### config.mk
export PLATFORM = sky130hd
export DESIGN_NAME = sum_ascii_tx
export DESIGN_NICKNAME = d
export VERILOG_FILES = /design/src/rtl/sum_ascii_tx.sv
export SDC_FILE = /design/constraint.sdc
export NUM_CORES = 1
export LEC_CHECK = 0
export BUFFER_PORTS_ARGS = -buffer_cell sky130_fd_sc_hd__buf_2
export CORE_MARGIN = 2
export CORE_UTILIZATION = 35
export DETAILED_ROUTE_END_ITERATION = 10
export GPL_TIMING_DRIVEN = 0
export PLACE_DENSITY = 0.55
export SLEW_MARGIN = 15
export SYNTH_ARGS = -nofsm -noshare
export SYNTH_HDL_FRONTEND = slang
export SYNTH_SLANG_ARGS = --single-unit
### constraint.sdc
create_clock -name clk -period 4 [get_ports clk]
set_clock_uncertainty 0.2 [all_clocks]
set_input_delay 0.2 -clock clk [delete_from_list [all_inputs] [get_ports clk]]
set_output_delay 0.2 -clock clk [all_outputs]
set_load 0.01 [all_outputs]
### src/rtl/sum_ascii_tx.sv
// sum_ascii_tx: turns an unsigned adder result into two ASCII decimal
// digits plus a line feed, and sends them one byte per valid/ready handshake.
// Values above 99 print as "??" followed by the line feed.
module sum_ascii_tx #(
    parameter int WIDTH = 6
) (
    input  logic             clk,
    input  logic             rst,
    input  logic             in_valid,
    output logic             in_ready,
    input  logic [WIDTH-1:0] in_value,
    output logic             tx_valid,
    input  logic             tx_ready,
    output logic [7:0]       tx_data,
    output logic             busy
);

    typedef enum logic [2:0] {
        S_IDLE,
        S_CONV,
        S_TX_TENS,
        S_TX_ONES,
        S_TX_EOL
    } state_t;

    localparam logic [WIDTH-1:0] TEN      = WIDTH'(10);
    localparam logic [7:0]       CH_ZERO  = 8'h30;
    localparam logic [7:0]       CH_QUEST = 8'h3F;
    localparam logic [7:0]       CH_LF    = 8'h0A;

    state_t           r_state;
    logic [3:0]       r_tens;
    logic [WIDTH-1:0] r_rem;
    logic             r_ovf;
    logic             r_tx_valid;
    logic [7:0]       r_tx_data;

    logic             w_rem_ge10;
    logic             w_tens_max;
    logic             w_conv_ovf;
    logic             w_tx_fire;
    logic [7:0]       w_tens_char;
    logic [7:0]       w_ones_char;

    // Repeated-subtraction divider conditions and the characters to load.
    // The tens character is loaded on the same edge that may set ovf, so it
    // looks at the overflow condition directly rather than at r_ovf.
    always_comb begin
        w_rem_ge10  = (r_rem >= TEN);
        w_tens_max  = (r_tens == 4'd9);
        w_conv_ovf  = w_rem_ge10 && w_tens_max;
        w_tx_fire   = r_tx_valid && tx_ready;
        w_tens_char = w_conv_ovf ? CH_QUEST : (CH_ZERO + {4'b0000, r_tens});
        w_ones_char = r_ovf      ? CH_QUEST : (CH_ZERO + {4'b0000, r_rem[3:0]});
    end

    // Main FSM: accept, divide by 10 one step per cycle, then send three bytes.
    always_ff @(posedge clk) begin
        if (rst) begin
            r_state    <= S_IDLE;
            r_tens     <= 4'd0;
            r_rem      <= '0;
            r_ovf      <= 1'b0;
            r_tx_valid <= 1'b0;
            r_tx_data  <= 8'h00;
        end else begin
            case (r_state)
                S_IDLE: begin
                    if (in_valid) begin
                        r_rem   <= in_value;
                        r_tens  <= 4'd0;
                        r_ovf   <= 1'b0;
                        r_state <= S_CONV;
                    end
                end
                S_CONV: begin
                    if (w_rem_ge10 && !w_tens_max) begin
                        r_rem  <= r_rem - TEN;
                        r_tens <= r_tens + 4'd1;
                    end else begin
                        // rem < 10 means the digits are final; rem >= 10 with
                        // tens at 9 means the value does not fit in two digits.
                        if (w_rem_ge10) begin
                            r_ovf <= 1'b1;
                        end
                        r_tx_valid <= 1'b1;
                        r_tx_data  <= w_tens_char;
                        r_state    <= S_TX_TENS;
                    end
                end
                S_TX_TENS: begin
                    if (w_tx_fire) begin
                        r_tx_data <= w_ones_char;
                        r_state   <= S_TX_ONES;
                    end
                end
                S_TX_ONES: begin
                    if (w_tx_fire) begin
                        r_tx_data <= CH_LF;
                        r_state   <= S_TX_EOL;
                    end
                end
                S_TX_EOL: begin
                    // tx_data keeps the line feed; it only changes when a
                    // TX state is entered again.
                    if (w_tx_fire) begin
                        r_tx_valid <= 1'b0;
                        r_state    <= S_IDLE;
                    end
                end
                default: begin
                    r_tx_valid <= 1'b0;
                    r_state    <= S_IDLE;
                end
            endcase
        end
    end

    // Outputs come from registered state; in_ready is additionally gated by
    // rst so nothing is offered while the block is being reset.
    always_comb begin
        in_ready = (r_state == S_IDLE) && !rst;
        busy     = (r_state != S_IDLE);
        tx_valid = r_tx_valid;
        tx_data  = r_tx_data;
    end

endmodule

# --- After elaboration in Yosys (flattened, before gate mapping) ---
# Cells that the tools add are included.
word_totals:
  out_inout_bits: 11
  mem_bits_ro: 0
  n_memories: 0
  elab_cells: 65
  latchBits: 0
  ff_bits: 23
  inputBits: 10
  ram_bits: 0
op_classes:
  bitwise: 1
  n_div: 0
  n_shift: 0
  addsub: 4
  reduce_logical: 16
  n_mux: 25
  order_cmp: 1
  n_mul: 0
  eq_ne: 12
ops:
  columns: ["operator", "count"]
  rows:
  - ["8-bit two-way mux", 3]
  - ["8-bit case mux with 3 select lines", 1]
  - ["3-bit two-way mux", 5]
  - ["3-bit case mux with 5 select lines", 1]
  - ["6-bit by 4-bit adder with 7-bit output (first input constant)", 2]
  - ["7-bit two-way mux", 2]
  - ["2-bit != test (second input constant)", 7]
  - ["6-bit two-way mux", 2]
  - ["6-bit case mux with 2 select lines", 1]
  - ["4-bit two-way mux", 2]
  - ["4-bit case mux with 2 select lines", 1]
  - ["4-bit AND reduction", 2]
  - ["3-bit by 2-bit == test with 1-bit output (second input constant)", 2]
  - ["6-bit by 4-bit >= comparator with 1-bit output (second input constant)", 1]
  - ["3-bit AND reduction", 2]
  - ["3-bit nonzero test", 2]
  - ["6-bit by 4-bit subtractor with 6-bit output (second input constant)", 1]
  - ["1-bit two-way mux", 5]
  - ["5-bit AND reduction", 1]
  - ["4-bit by 1-bit adder with 4-bit output (second input constant)", 1]
  - ["4-bit == test (second input constant)", 1]
  - ["1-bit logical AND", 4]
  - ["3-bit by 1-bit == test with 1-bit output (second input constant)", 1]
  - ["3-bit == test (second input constant)", 1]
  - ["7 further kinds", 8]

# --- Longest topological paths before layout ---
logic_depth:
  depth_word: 5
  depth_mapped: 8
  mapped_depth_nobuf: 7

# --- Least setup slack after synthesis ---
# OpenSTA, ideal clock, no wires.
synth_timing:
  path_type: "reg-to-reg"
  startpoint: "register r_tens[1]"
  endpoint: "register r_rem[2]"
  period_less_slack_ns: 1.898
  setup_time_ns: 0.070
  arrival_time_ns: 1.628
  n_path_buf: 0
  stages_incl_launch_ff: 8
  required_time_ns: 3.730
  setup_slack_ns: 2.102
  cell_sequence: "dfxtp_1 inv_1 ha_1 and3b_1 a21oi_1 a21oi_4 a211o_1 a21oi_1"
synth_between:
  elab_chain_cells: 5
synth_lines:
  columns: ["element", "line", "source"]
  rows:
  - ["from (decl)", "32", "logic [3:0] r_tens;"]
  - ["from (signal assigned)", "79", "r_tens <= r_tens + 4'd1;"]
  - ["4-bit == test", "50", "w_tens_max = (r_tens == 4'd9);"]
  - ["1-bit logical NOT", "77", "if (w_rem_ge10 && !w_tens_max) begin"]
  - ["1-bit logical AND", "77", null]
  - ["2-bit != test (no line)", null, null]
  - ["3-bit AND reduction (no line)", null, null]
  - ["to (signal assigned)", "70", "r_rem <= in_value;"]
  - ["to (signal assigned)", "78", "r_rem <= r_rem - TEN;"]
  - ["to (decl)", "33", "logic [WIDTH-1:0] r_rem;"]
# No other way between the ends.
# A chain may end at the register's enable or synchronous reset.

# --- Worst setup path after layout ---
# Same ends and word-level chain as after synthesis.

==> metrics.md <==
| Metric | Value |
|---|---|
| Overall Power | `0.846 mW` |
| Post-route DRC violation count | `0` |
| Die Y-Extent | `60.8 um` |
| Logic depth of the worst register-to-register path | `7` |
| Launching element type of the critical path | `flop` |
| TritonCTS buffer count | `3` |
| Switching fraction of total power | `43.0%` |
| Slew Viols, Final | `0` |
| Maximum fanout along the worst path | `10` |
| Unrepaired setup endpoints after global routing | `no` |
| Number of diodes | `0` |
| Average footprint of a synthesized cell | `8.17 um2` |
| Data arrival at the endpoint of the critical path | `2200 ps` |
| Critical path endpoint category | `flop` |
| Worst path required time | `4040 ps` |
| Most frequent cell after synthesis | `nor2_1` |
| Number of I/O port buffers | `18` |
| Max cap viols | `0` |
| Num rows | `20` |
| Net switching power of the design | `0.364 mW` |
| Clk Tree Root Cell | `clkbuf_4` |
| Final setup vio count | `0` |
| Met1 global-route usage | `20.1%` |
| Total clock sinks | `20` |
| Cell area after synthesis | `1130 um2` |
| 1st-pass router iterations | `4` |
| Highest clock frequency the design can meet | `461 MHz` |
| Routed length per placed instance | `12.3 um` |
| Power density normalized to cell area | `627 nW/um2` |
| Number of design-rule violations left by the first detailed-router iteration | `63` |
| First-pass GRT wire length | `4260 um` |
| Number of instances resized during post-cts repair | `0` |
| Worst-path clk slew | `110 ps` |
| Relative max-transition margin | `64.1%` |
| Count of flip-flops with a built-in enable after synthesis | `0` |
| Most heavily used metal layer in global routing | `met2` |
| Power Internal | `0.482 mW` |
| Worst voltage drop across the vdd grid | `0.183 mV` |
| Overall Global Routing Usage | `15.6%` |
| Kind of critical path | `flop to flop` |
| Number of buffers on the longest clock path | `2` |
| Share of flip-flops with an asynchronous set or reset after synthesis | `0%` |
| Total Routed Length | `2570 um` |
| Cell types with the largest area share after synthesis | `dfxtp_1, nor2_1, a21oi_1, mux2i_1, ha_1` |
| Effective utilization at floorplan | `36.9%` |
| Pre-CTS setup slack | `1860 ps` |
| H-tree levels | `1` |
| Sequential share of the synthesized area | `35.5%` |
| Final TNS setup | `0 ps` |
| Startpoint of the worst register-to-register path | `r_tens[1]` |
| Fraction of power consumed by sequential logic | `34.5%` |
| Count of endpoints failing hold in the final timing report | `0` |
| Leakage power | `0.568 nW` |
| Result of the run | `completed` |
| Top cells by count, synth | `nor2_1, dfxtp_1, a21oi_1` |
| Hold-fix buffers at CTS | `5` |
| Post-route non-filler standard cell count | `209` |
| Post-placement cell count | `201` |
| Start point of the worst min-delay path | `in_value[2]` |
| Worst Hold Path EP | `r_rem[2]` |
| Path class of the lowest-slack min-delay path | `input port to flop` |
| Die Footprint | `3690 um2` |
| Ports placed on the boundary | `21` |
| Layout overhead on the synthesized area | `19.6%` |
| Later-pin clock latency in the skew report | `300 ps` |
| Number of library cell types mapped by synthesis | `42` |
| Worst flop-to-flop path endpoint | `r_rem[2]` |
| Fin crit period | `2170 ps` |
| Maximum number of pins on one net before global-route repair | `11` |
| Global routing met2 resource utilization | `25.0%` |
| Floorplan die width | `60.8 um` |
| Post-CTS repair timing setup buffer count | `0` |
| Fraction of met3 tracks used by global routing | `4.48%` |
| Number of cells on the worst hold path | `4` |
| Share of total power in combinational logic | `54.3%` |
| Warnings from Yosys | `0` |
| Global route total overflow | `0` |
| Detail-routed via count per cell | `5.13` |
| TritonCTS clock tree | `built` |
| NumNets Final | `180` |
| Post-synth top flop | `dfxtp_1` |
| Initial antenna violation count | `0` |
| Library cell with the largest summed area after synthesis | `dfxtp_1` |
| Fraction of final layout cells with drive strength greater than 1 | `21.8%` |
| Core Region | `3050 um2` |
| Top-area cell type share of the netlist area | `35.5%` |
| Flip-flop and latch count after synthesis | `20` |
| Vias in the first global route | `951` |
| Tightest Pin Transition | `539 ps` |
| Register-to-Register Setup Slack | `1830 ps` |
| Tcrit/Tclk final | `54.2%` |
| Cells after Synth | `138` |
| Final critical-path setup slack | `1830 ps` |
| Part of the power in the clock network | `11.3%` |
| Number of nets still failing antenna checks after routing | `0` |
| Routability congestion estimate from global placement | `0.825` |
| Count of vias placed by the detailed router | `1,073` |
| Sum of net half-perimeters after detailed placement | `1880 um` |
[placed cells by master (no fill, tap or decap), types with 3 or more instances in the layout]
cell / Yosys / final
a31oi_1: 4 / 4
o21ai_0: 4 / 4
a211oi_1: 3 / 3
ha_1: 3 / 3
nor2_1: 21 / 21
a21oi_1: 12 / 12
clkbuf_4: 0 / 3
buf_4: 4 / 4
inv_1: 5 / 5
nand2_1: 9 / 9
mux2i_1: 5 / 5
dlygate4sd3_1: 0 / 5
nand3_1: 3 / 3
nor3_1: 7 / 7
dfxtp_1: 20 / 20
buf_2: 3 / 21
[flip-flops by register name, indices dropped and copies added (netlist names)]
signal and cells:
r_tens 4, r_rem 6, tx_valid 1, r_ovf 1, r_state 3, tx_data 5
[power groups by stage]
stage	sequential (mW)	combinational [mW]	clock (mW)
2_1_floorplan	0.292	0.344	0
5_1_grt	0.299	0.513	0.109
3_3_place_gp	0.294	0.445	0
3_5_place_dp	0.296	0.453	0
4_1_cts	0.291	0.459	0.101
6_report	0.292	0.459	0.0952
[worst max path at each step]
| stage | start | endpoint | cells past startpoint |
|---|---|---|---|
| 2_1_floorplan | r_tens[1] | r_rem[2] | 7 |
| 3_3_place_gp | r_tens[1] | r_rem[2] | 7 |
| 3_5_place_dp | r_tens[1] | r_rem[2] | 7 |
| 4_1_cts | r_tens[1] | r_rem[2] | 7 |
| 5_1_grt | r_tens[1] | r_rem[1] | 7 |
| 6_report | r_tens[1] | r_rem[2] | 7 |
[layer usage]
layer	up-vias	routed length (um)
met2	16	1190
met4	0	40
met3	4	99
met5	-	0
met1	510	1250
li1	543	-
[final cells by class]
type                    count  area, um2
well taps                  44       55.1
flip-flops and latches     20        400
multi-input cells         103        637
fillers                   347       1700
repair buffers             23        140
plain buffers              11       75.1
clock buffers               3       22.5
inverters                   5       18.8
[stage by stage]
step,instance area (um2),hold WS (ps),util [%]
2_1_floorplan,1130,79.3,-
5_1_grt,1350,82.6,44.2
3_5_place_dp,1280,210,41.8
4_1_cts,1350,53.5,44.2
6_report,1350,69.5,44.2
3_3_place_gp,1280,205,41.8
[worst max-delay path, cell delays in order, from the launching register on]
cell and delay [ps]:
dfxtp_1 410, inv_1 60, ha_1 170, and3b_1 210, a21oi_1 440, a21oi_4 190
a211o_1 290, a21oi_1 130
[cells by family after synthesis]
family | share of synthesized area [%]
and+or+nand+nor | 22.4
other | 0.333
AOI/OAI and AO/OA | 24.6
adders and majority gates | 3.33
muxes | 5.44
DFF | 35.5
buffers and inverters | 8.32
No activity file was read; power rests on OpenSTA's default activity.
